## config.mk

```make
export PLATFORM = sky130hd
export DESIGN_NAME = sha256
export DESIGN_NICKNAME = d
export VERILOG_FILES = /design/src/rtl/sha256.sv
export SDC_FILE = /design/constraint.sdc
export NUM_CORES = 2
export LEC_CHECK = 0
export BUFFER_PORTS_ARGS = -buffer_cell sky130_fd_sc_hd__buf_2
export CORE_AREA = 4 4 432 647
export CTS_CLUSTER_DIAMETER = 30
export DETAILED_ROUTE_END_ITERATION = 8
export DIE_AREA = 0 0 436 651
export SLEW_MARGIN = 20
export SYNTH_ARGS = -nofsm -noshare
export SYNTH_HDL_FRONTEND = slang
export SYNTH_SLANG_ARGS = --single-unit
```

## constraint.sdc

```tcl
create_clock -name CLK -period 106.3 [get_ports CLK]
set_clock_uncertainty 0.05 [all_clocks]
set_input_delay 5.315 -clock CLK [delete_from_list [all_inputs] [get_ports CLK]]
set_output_delay 5.315 -clock CLK [all_outputs]
set_load 0.01 [all_outputs]
```

## src/rtl/sha256.sv

```systemverilog
// sha256 -- iterative SHA-256 compression core, one round per clock.
// Free-runs LOAD -> ROUND x64 -> DONE; chaining state is carried across the
// blocks of a message, whose length (1 or 2 blocks) is taken from blk_type
// when the first block of the message is loaded.
module sha256 (
    input  logic         CLK,
    input  logic         nreset,     // asynchronous, active-high
    input  logic [511:0] msg,
    input  logic [1:0]   blk_type,
    output logic [255:0] hash,
    output logic         blk_done
);

    typedef enum logic [1:0] {S_LOAD, S_ROUND, S_DONE} state_t;

    // IV packed so that IV[0] = H0
    localparam logic [7:0][31:0] IV = {
        32'h5be0cd19, 32'h1f83d9ab, 32'h9b05688c, 32'h510e527f,
        32'ha54ff53a, 32'h3c6ef372, 32'hbb67ae85, 32'h6a09e667
    };

    localparam logic [31:0] K [64] = '{
        32'h428a2f98, 32'h71374491, 32'hb5c0fbcf, 32'he9b5dba5, 32'h3956c25b, 32'h59f111f1, 32'h923f82a4, 32'hab1c5ed5,
        32'hd807aa98, 32'h12835b01, 32'h243185be, 32'h550c7dc3, 32'h72be5d74, 32'h80deb1fe, 32'h9bdc06a7, 32'hc19bf174,
        32'he49b69c1, 32'hefbe4786, 32'h0fc19dc6, 32'h240ca1cc, 32'h2de92c6f, 32'h4a7484aa, 32'h5cb0a9dc, 32'h76f988da,
        32'h983e5152, 32'ha831c66d, 32'hb00327c8, 32'hbf597fc7, 32'hc6e00bf3, 32'hd5a79147, 32'h06ca6351, 32'h14292967,
        32'h27b70a85, 32'h2e1b2138, 32'h4d2c6dfc, 32'h53380d13, 32'h650a7354, 32'h766a0abb, 32'h81c2c92e, 32'h92722c85,
        32'ha2bfe8a1, 32'ha81a664b, 32'hc24b8b70, 32'hc76c51a3, 32'hd192e819, 32'hd6990624, 32'hf40e3585, 32'h106aa070,
        32'h19a4c116, 32'h1e376c08, 32'h2748774c, 32'h34b0bcb5, 32'h391c0cb3, 32'h4ed8aa4a, 32'h5b9cca4f, 32'h682e6ff3,
        32'h748f82ee, 32'h78a5636f, 32'h84c87814, 32'h8cc70208, 32'h90befffa, 32'ha4506ceb, 32'hbef9a3f7, 32'hc67178f2
    };

    function automatic logic [31:0] rotr(input logic [31:0] x, input int n);
        return (x >> n) | (x << (32 - n));
    endfunction

    state_t            r_state;
    logic [5:0]        r_rnd;
    logic              r_blk;      // index of the current block within its message
    logic [1:0]        r_len;      // blk_type latched at the first block
    logic [15:0][31:0] r_w;        // schedule window, r_w[0] = W_t
    logic [7:0][31:0]  r_wk;       // working regs a..h, r_wk[0] = a
    logic [7:0][31:0]  r_cv;       // chaining value, r_cv[0] = H0

    logic [31:0]       w_s0, w_s1, w_wnew;
    logic [31:0]       w_bs0, w_bs1, w_ch, w_maj, w_t1, w_t2;
    logic [7:0][31:0]  w_wk_next, w_cv_next, w_base;
    logic [255:0]      w_hash_next;
    logic              w_last;

    // round datapath, schedule extension and chaining update
    always_comb begin
        w_s0   = rotr(r_w[1], 7) ^ rotr(r_w[1], 18) ^ (r_w[1] >> 3);
        w_s1   = rotr(r_w[14], 17) ^ rotr(r_w[14], 19) ^ (r_w[14] >> 10);
        w_wnew = w_s1 + r_w[9] + w_s0 + r_w[0];

        w_bs1 = rotr(r_wk[4], 6) ^ rotr(r_wk[4], 11) ^ rotr(r_wk[4], 25);
        w_ch  = (r_wk[4] & r_wk[5]) ^ (~r_wk[4] & r_wk[6]);
        w_t1  = r_wk[7] + w_bs1 + w_ch + K[r_rnd] + r_w[0];
        w_bs0 = rotr(r_wk[0], 2) ^ rotr(r_wk[0], 13) ^ rotr(r_wk[0], 22);
        w_maj = (r_wk[0] & r_wk[1]) ^ (r_wk[0] & r_wk[2]) ^ (r_wk[1] & r_wk[2]);
        w_t2  = w_bs0 + w_maj;

        w_wk_next    = r_wk;
        w_wk_next[0] = w_t1 + w_t2;
        w_wk_next[1] = r_wk[0];
        w_wk_next[2] = r_wk[1];
        w_wk_next[3] = r_wk[2];
        w_wk_next[4] = r_wk[3] + w_t1;
        w_wk_next[5] = r_wk[4];
        w_wk_next[6] = r_wk[5];
        w_wk_next[7] = r_wk[6];

        w_cv_next = r_cv;
        for (int i = 0; i < 8; i++)
            w_cv_next[i] = r_cv[i] + w_wk_next[i];

        w_hash_next = {w_cv_next[0], w_cv_next[1], w_cv_next[2], w_cv_next[3],
                       w_cv_next[4], w_cv_next[5], w_cv_next[6], w_cv_next[7]};

        // a new message always starts from IV, later blocks from the carried value
        w_base = r_blk ? r_cv : IV;
        // 2-block message types are 1 and 2; HASH and reserved are 1 block
        w_last = (r_len == 2'd1 || r_len == 2'd2) ? r_blk : 1'b1;
    end

    // sequencer, schedule window, working/chaining regs and registered outputs
    always_ff @(posedge CLK or posedge nreset) begin
        if (nreset) begin
            r_state  <= S_LOAD;
            r_rnd    <= '0;
            r_blk    <= 1'b0;
            r_len    <= '0;
            r_w      <= '0;
            r_wk     <= '0;
            r_cv     <= IV;
            hash     <= '0;
            blk_done <= 1'b0;
        end else begin
            case (r_state)
                S_LOAD: begin
                    for (int i = 0; i < 16; i++)
                        r_w[i] <= msg[511 - 32*i -: 32];
                    if (!r_blk) begin
                        r_len <= blk_type;
                        r_cv  <= IV;
                    end
                    r_wk     <= w_base;
                    r_rnd    <= '0;
                    blk_done <= 1'b0;
                    r_state  <= S_ROUND;
                end
                S_ROUND: begin
                    r_w   <= {w_wnew, r_w[15:1]};
                    r_wk  <= w_wk_next;
                    r_rnd <= r_rnd + 6'd1;
                    if (r_rnd == 6'd63) begin
                        r_cv     <= w_cv_next;
                        hash     <= w_hash_next;
                        blk_done <= 1'b1;
                        r_state  <= S_DONE;
                    end
                end
                S_DONE: begin
                    blk_done <= 1'b0;
                    r_blk    <= w_last ? 1'b0 : 1'b1;
                    r_state  <= S_LOAD;
                end
                default: r_state <= S_LOAD;
            endcase
        end
    end

endmodule

```

-- Word level (Yosys, flattened, before mapping)
Memories as Yosys holds them, arrays and structs flattened.
Cells that the tools add are included.
W data, S select, Z words.
- equal/unequal tests: 6
- multipliers: 0
- shift-type cells: 0
- $add $sub $neg: 19
- divide/modulo/power cells: 0
- bitwise operators: 29
- $lt $le $gt $ge: 1
- muxes and demuxes: 14
- reductions and logical operators: 9
- operators with widths (kind ; count):
    $pmux W256 S2 ; 2
    $pmux W512 S2 ; 1
    $add A32 B32 Y32 ; 18
    $mux W256 ; 2
    $xor A32 B32 Y32 ; 9
    $and A32 B32 Y32 ; 5
    $mux W32 ; 2
    $not A32 Y32 ; 1
    $or A10 B32 Y32 ; 1
    $or A13 B32 Y32 ; 1
    $or A14 B32 Y32 ; 1
    $or A15 B32 Y32 ; 1
    $or A19 B32 Y32 ; 1
    $or A21 B32 Y32 ; 1
    $or A25 B32 Y32 ; 1
    $or A26 B32 Y32 ; 1
    $or A30 B32 Y32 ; 1
    $or A7 B32 Y32 ; 1
    $xor A32 B22 Y32 ; 1
    $xor A32 B29 Y32 ; 1
    $pmux W6 S2 ; 1
    $reduce_and A2 Y1 ; 4
    $ge A7 B7 Y1 const B ; 1
    $not A6 Y7 ; 1
    other kinds (14) ; 19
- word-level logic and storage cells: 117
- output and inout port bits: 257
- bits in latches: 0
- register bits: 1292
- memory bits (read-only): 2048
- bits in writable memories: 0
- memories kept: 1
- input bits: 516
- memory list (name ; words ; width ; read ports ; clocked after memory_dff ; write ports ; RTL line ; source):
    (name not given) ; 64 ; 32 ; 1 ; 0 ; 0 ; 59 ; w_t1 = r_wk[7] + w_bs1 + w_ch + K[r_rnd] + r_w[0];

-- Longest topological paths before layout
- depth in word-level cells: 11
- depth in mapped cells: 46
- mapped depth without buffers: 44

-- Least setup slack after synthesis
OpenSTA, ideal clock, no wires.
- path kind: register to register
- start: reg r_rnd[0]
- end: reg hash[254]
- data required time: 106116 ps
- library setup time: 134 ps
- path slack: 97277 ps
- path buffers: 4
- cell stages (with the launch flop): 43
- arrival: 8839 ps
- cells stage by stage: dfrtp_1 -> clkbuf_1 -> clkinv_1 -> ha_1 -> clkbuf_1 -> clkbuf_1 -> inv_1 -> ha_1 -> a211oi_1 -> a21oi_1 -> nor2_1 -> a21oi_1 -> fa_1 -> inv_1 -> ha_1 -> a211oi_1 -> o21ai_0 -> a31oi_1 -> [7 not listed] -> a21o_1 -> a311oi_1 -> o21ai_0 -> and3_1 -> o21a_1 -> nor2_1 -> o21ai_0 -> xor2_1 -> ha_1 -> a21o_1 -> a21o_1 -> a211oi_1 -> a21boi_1 -> a221oi_1 -> o21ai_1 -> and2_1 -> a2111oi_0 -> nor3_1
- longest elaborated chain between the ends: 8
- elaborated cells on any way between the ends: 10
- those cells by class: add/sub: 4; eq/ne: 1; mux: 2; bitwise: 1; reduce/logical: 1; memory: 1
- RTL lines (what ; RTL line ; source):
    start, declared ; 38 ; logic [5:0] r_rnd;
    start signal, assigned ; 116 ; r_rnd <= r_rnd + 6'd1;
    $not A6 Y7 (implied by the code) ; 59 ;
    $mem_v2 Z64 W32 ; -- ;
    $mux W32 (implied by the code) (2 in series) ; 59 ;
    $add A32 B32 Y32 (2 in series) ; 59 ;
    $add A32 B32 Y32 ; 65 ; w_wk_next[0] = w_t1 + w_t2;
    $add A32 B32 Y32 ; 76 ; w_cv_next[i] = r_cv[i] + w_wk_next[i];
    end signal, assigned ; 119 ; hash <= w_hash_next;
    end, declared ; 10 ; output logic [255:0] hash,
Parallel ways exist; a longest one is shown, timed or not. The select of a mux whose other input is x is not followed.
A chain may end at the register's enable or synchronous reset.

-- Worst setup path after layout
Ends and elaborated chain as after synthesis.

==> results.cfg <==
[routing]
first_pass_iters = 6
drt_iter0_drc = 5483
via_per_inst = 5.29
detail-route-antenna-nets = 0
wire_per_inst_um = 26.7
drt_wl_total_mm = 357
num_vias = 70704
post-route-drc-count = 0

[cts]
hold_buffers = 0
clockBufferDepth = 4
cts_buffers = 279
cts_resized = 0
clock_sinks = 1292
cts_tree = yes
postCtsSetupBuffers = 0
root_buffer = clkbuf_16
insertion_delay_ps = 840
h-tree-depth = 5
path_clk_slew_ps = 50

[sta]
finalMaxSlewViolations = 0
relSlewSlack_pct = 19.7
fmax_mhz = 89.8
finalSetupViolCount = 0
hold_violations = 0
fin_setup_tns_ps = 0
fin_crit_sh_pct = 10.5
layout_setup_ws_ps = 95160
layout_min_cycle_time_ps = 11140
tightest_slew_ps = 1210
grt_setup_unrepaired = false

[critical_path]
worstPathRequired_ps = 106930
slowest_stage = ha_1
regToRegStartpoint = r_rnd[0]$_DFFE_PP0P_
r2r-end = hash[254]$_DFFE_PP0P_
crit_start = r_rnd[0]$_DFFE_PP0P_
crit_top_cell = o21ai_0
crit_path_start_kind = flip-flop
cp.arrival_ps = 11770
rrSetupSlack_ps = 95160
worst-path-max-fanout = 29
setup.worst_path.end = hash[254]$_DFFE_PP0P_
cpPeakStageDelay_ps = 1070
rr_worst_depth = 38
cp-end-kind = flip-flop
critical_path_class = reg -> reg

[cells_and_area]
finish.instance_area_um2 = 98600
fin_nets = 10664
utilization_pct = 36.0
mostFrequentLayoutCells = 1530 x nand2_1, 1149 x dfrtp_1, 1035 x o21ai_0, 772 x buf_2, 515 x mux2i_1
final_common_cell = nand2_1
drive_gt1_share_pct = 16.2
syn2layout_area_growth_pct = 20.4

[min_path]
hold_start = hash[93]$_DFFE_PP0P_
hold_class = reg -> reg

[synthesis]
synth_top_area_share_pct = 35.3
synthesis.nets = 10087
synth_cell_type_count = 95
async_reset_ff_share_pct = 100
avgSynthCellArea_um2 = 9.12
yosysTopAreaCell = dfrtp_1
netlist_instances = 8972
synthFlopType = dfrtp_1
yosys_warnings = 0
synthTopCellsByArea = dfrtp_1 35%, nand2_1 7.0%, o21ai_0 6.3%
synth_edf_count = 0
synth_area_um2 = 81800
synth_seq_cells = 1292
yosysSeqAreaShare_pct = 39.7

[place]
dp_worst_setup_slack_ps = 95270
gp_congestion = 0.971
dpl_cell_area_um2 = 88900
hpwl_mm = 274
io_buffers = 772

[floorplan]
initial_core_util_pct = 29.9
die_area_um2 = 284000
die_x_um = 436
core_um2 = 273000
io_pins = 773
dieHeight_um = 651
num_rows = 235

[job]
drv_cap = 0

[status]
status = finished, final reports clean

[grt]
grt_pass1_wl_mm = 505
grt_pass1_vias = 70683
grt_start_max_net_pins = 296
grt_usage_pct = 24.2
overflow = 0
antenna_found_initial = 114
cells in the mapped netlist, types with 136 or more instances:
cell,n
a21o_1,276
a21oi_1,456
clkbuf_1,501
dfrtp_1,1156
dfstp_2,136
fa_1,196
ha_1,403
inv_1,435
mux2i_1,515
nand2_1,1533
nor2_1,358
o21ai_0,1035
o22ai_1,142
xnor2_1,380
xor2_1,185
state kept, by name (all words and copies together), names as in the netlist:
signal and cells:
r_wk 256, r_state 2, hash 256, r_rnd 6
r_blk 1, r_w 512, r_len 2, blk_done 1
r_cv 256
kinds of logic after synthesis:
family / after synthesis / share of synthesized area, %
compound gates: 2600 / 19.5
xor+xnor: 566 / 6.07
fa+ha+maj: 617 / 11.2
buf+inv: 1013 / 4.66
flops: 1292 / 39.7
mux: 566 / 7.11
simple gates: 2318 / 11.8
worst min path at each step:
stage | endpoint | slack, ps | depth (start not counted)
5_1_grt | hash[53]$_DFFE_PP0P_ | 440 | 2
4_1_cts | hash[93]$_DFFE_PP0P_ | 410 | 2
3_3_place_gp | hash[85]$_DFFE_PP0P_ | 400 | 2
3_5_place_dp | hash[93]$_DFFE_PP0P_ | 400 | 2
2_1_floorplan | r_w[100]$_DFFE_PP0P_ | 400 | 2
6_report | hash[93]$_DFFE_PP0P_ | 410 | 2
final cells by class:
class                      count  area (um^2)
fill                       28246       175000
multi-input combinational   6667        45600
sequential                  1292        32500
clock buffer                 345         7600
timing repair buffer         868         4700
tap                         3555         4450
clock inverter               154         1880
inverter                     441         1680
antenna                       53          133
metal layers:
| metal | routed length (um) | up-vias | GRT usage [%] |
|---|---|---|---|
| met3 | 24900 | 981 | 5.51 |
| met2 | 172000 | 2762 | 41.3 |
| met1 | 131000 | 34398 | 27.0 |
| met4 | 28300 | 66 | 16.2 |
| li1 | - | 32497 | - |
| met5 | 379 | - | 0 |
critical path, delay by kind of cell (launching register included):
kind,cells,cell delay (ps)
AND/OR/NAND/NOR,8,1470
adder cells (fa/ha/maj),6,3180
XOR/XNOR,2,480
buffers and inverters,2,760
flip-flops,1,320
AO/OA/AOI/OAI,20,4730
metrics by stage:
stage	std cells	hold slack (ps)
2_1_floorplan	8972	400
3_3_place_gp	12823	398
3_5_place_dp	12823	404
4_1_cts	13322	415
5_1_grt	13345	438
6_report	13375	412
Power is not shown: default switching activity piles up to over one toggle a cycle in this logic, so the estimate is an artifact.
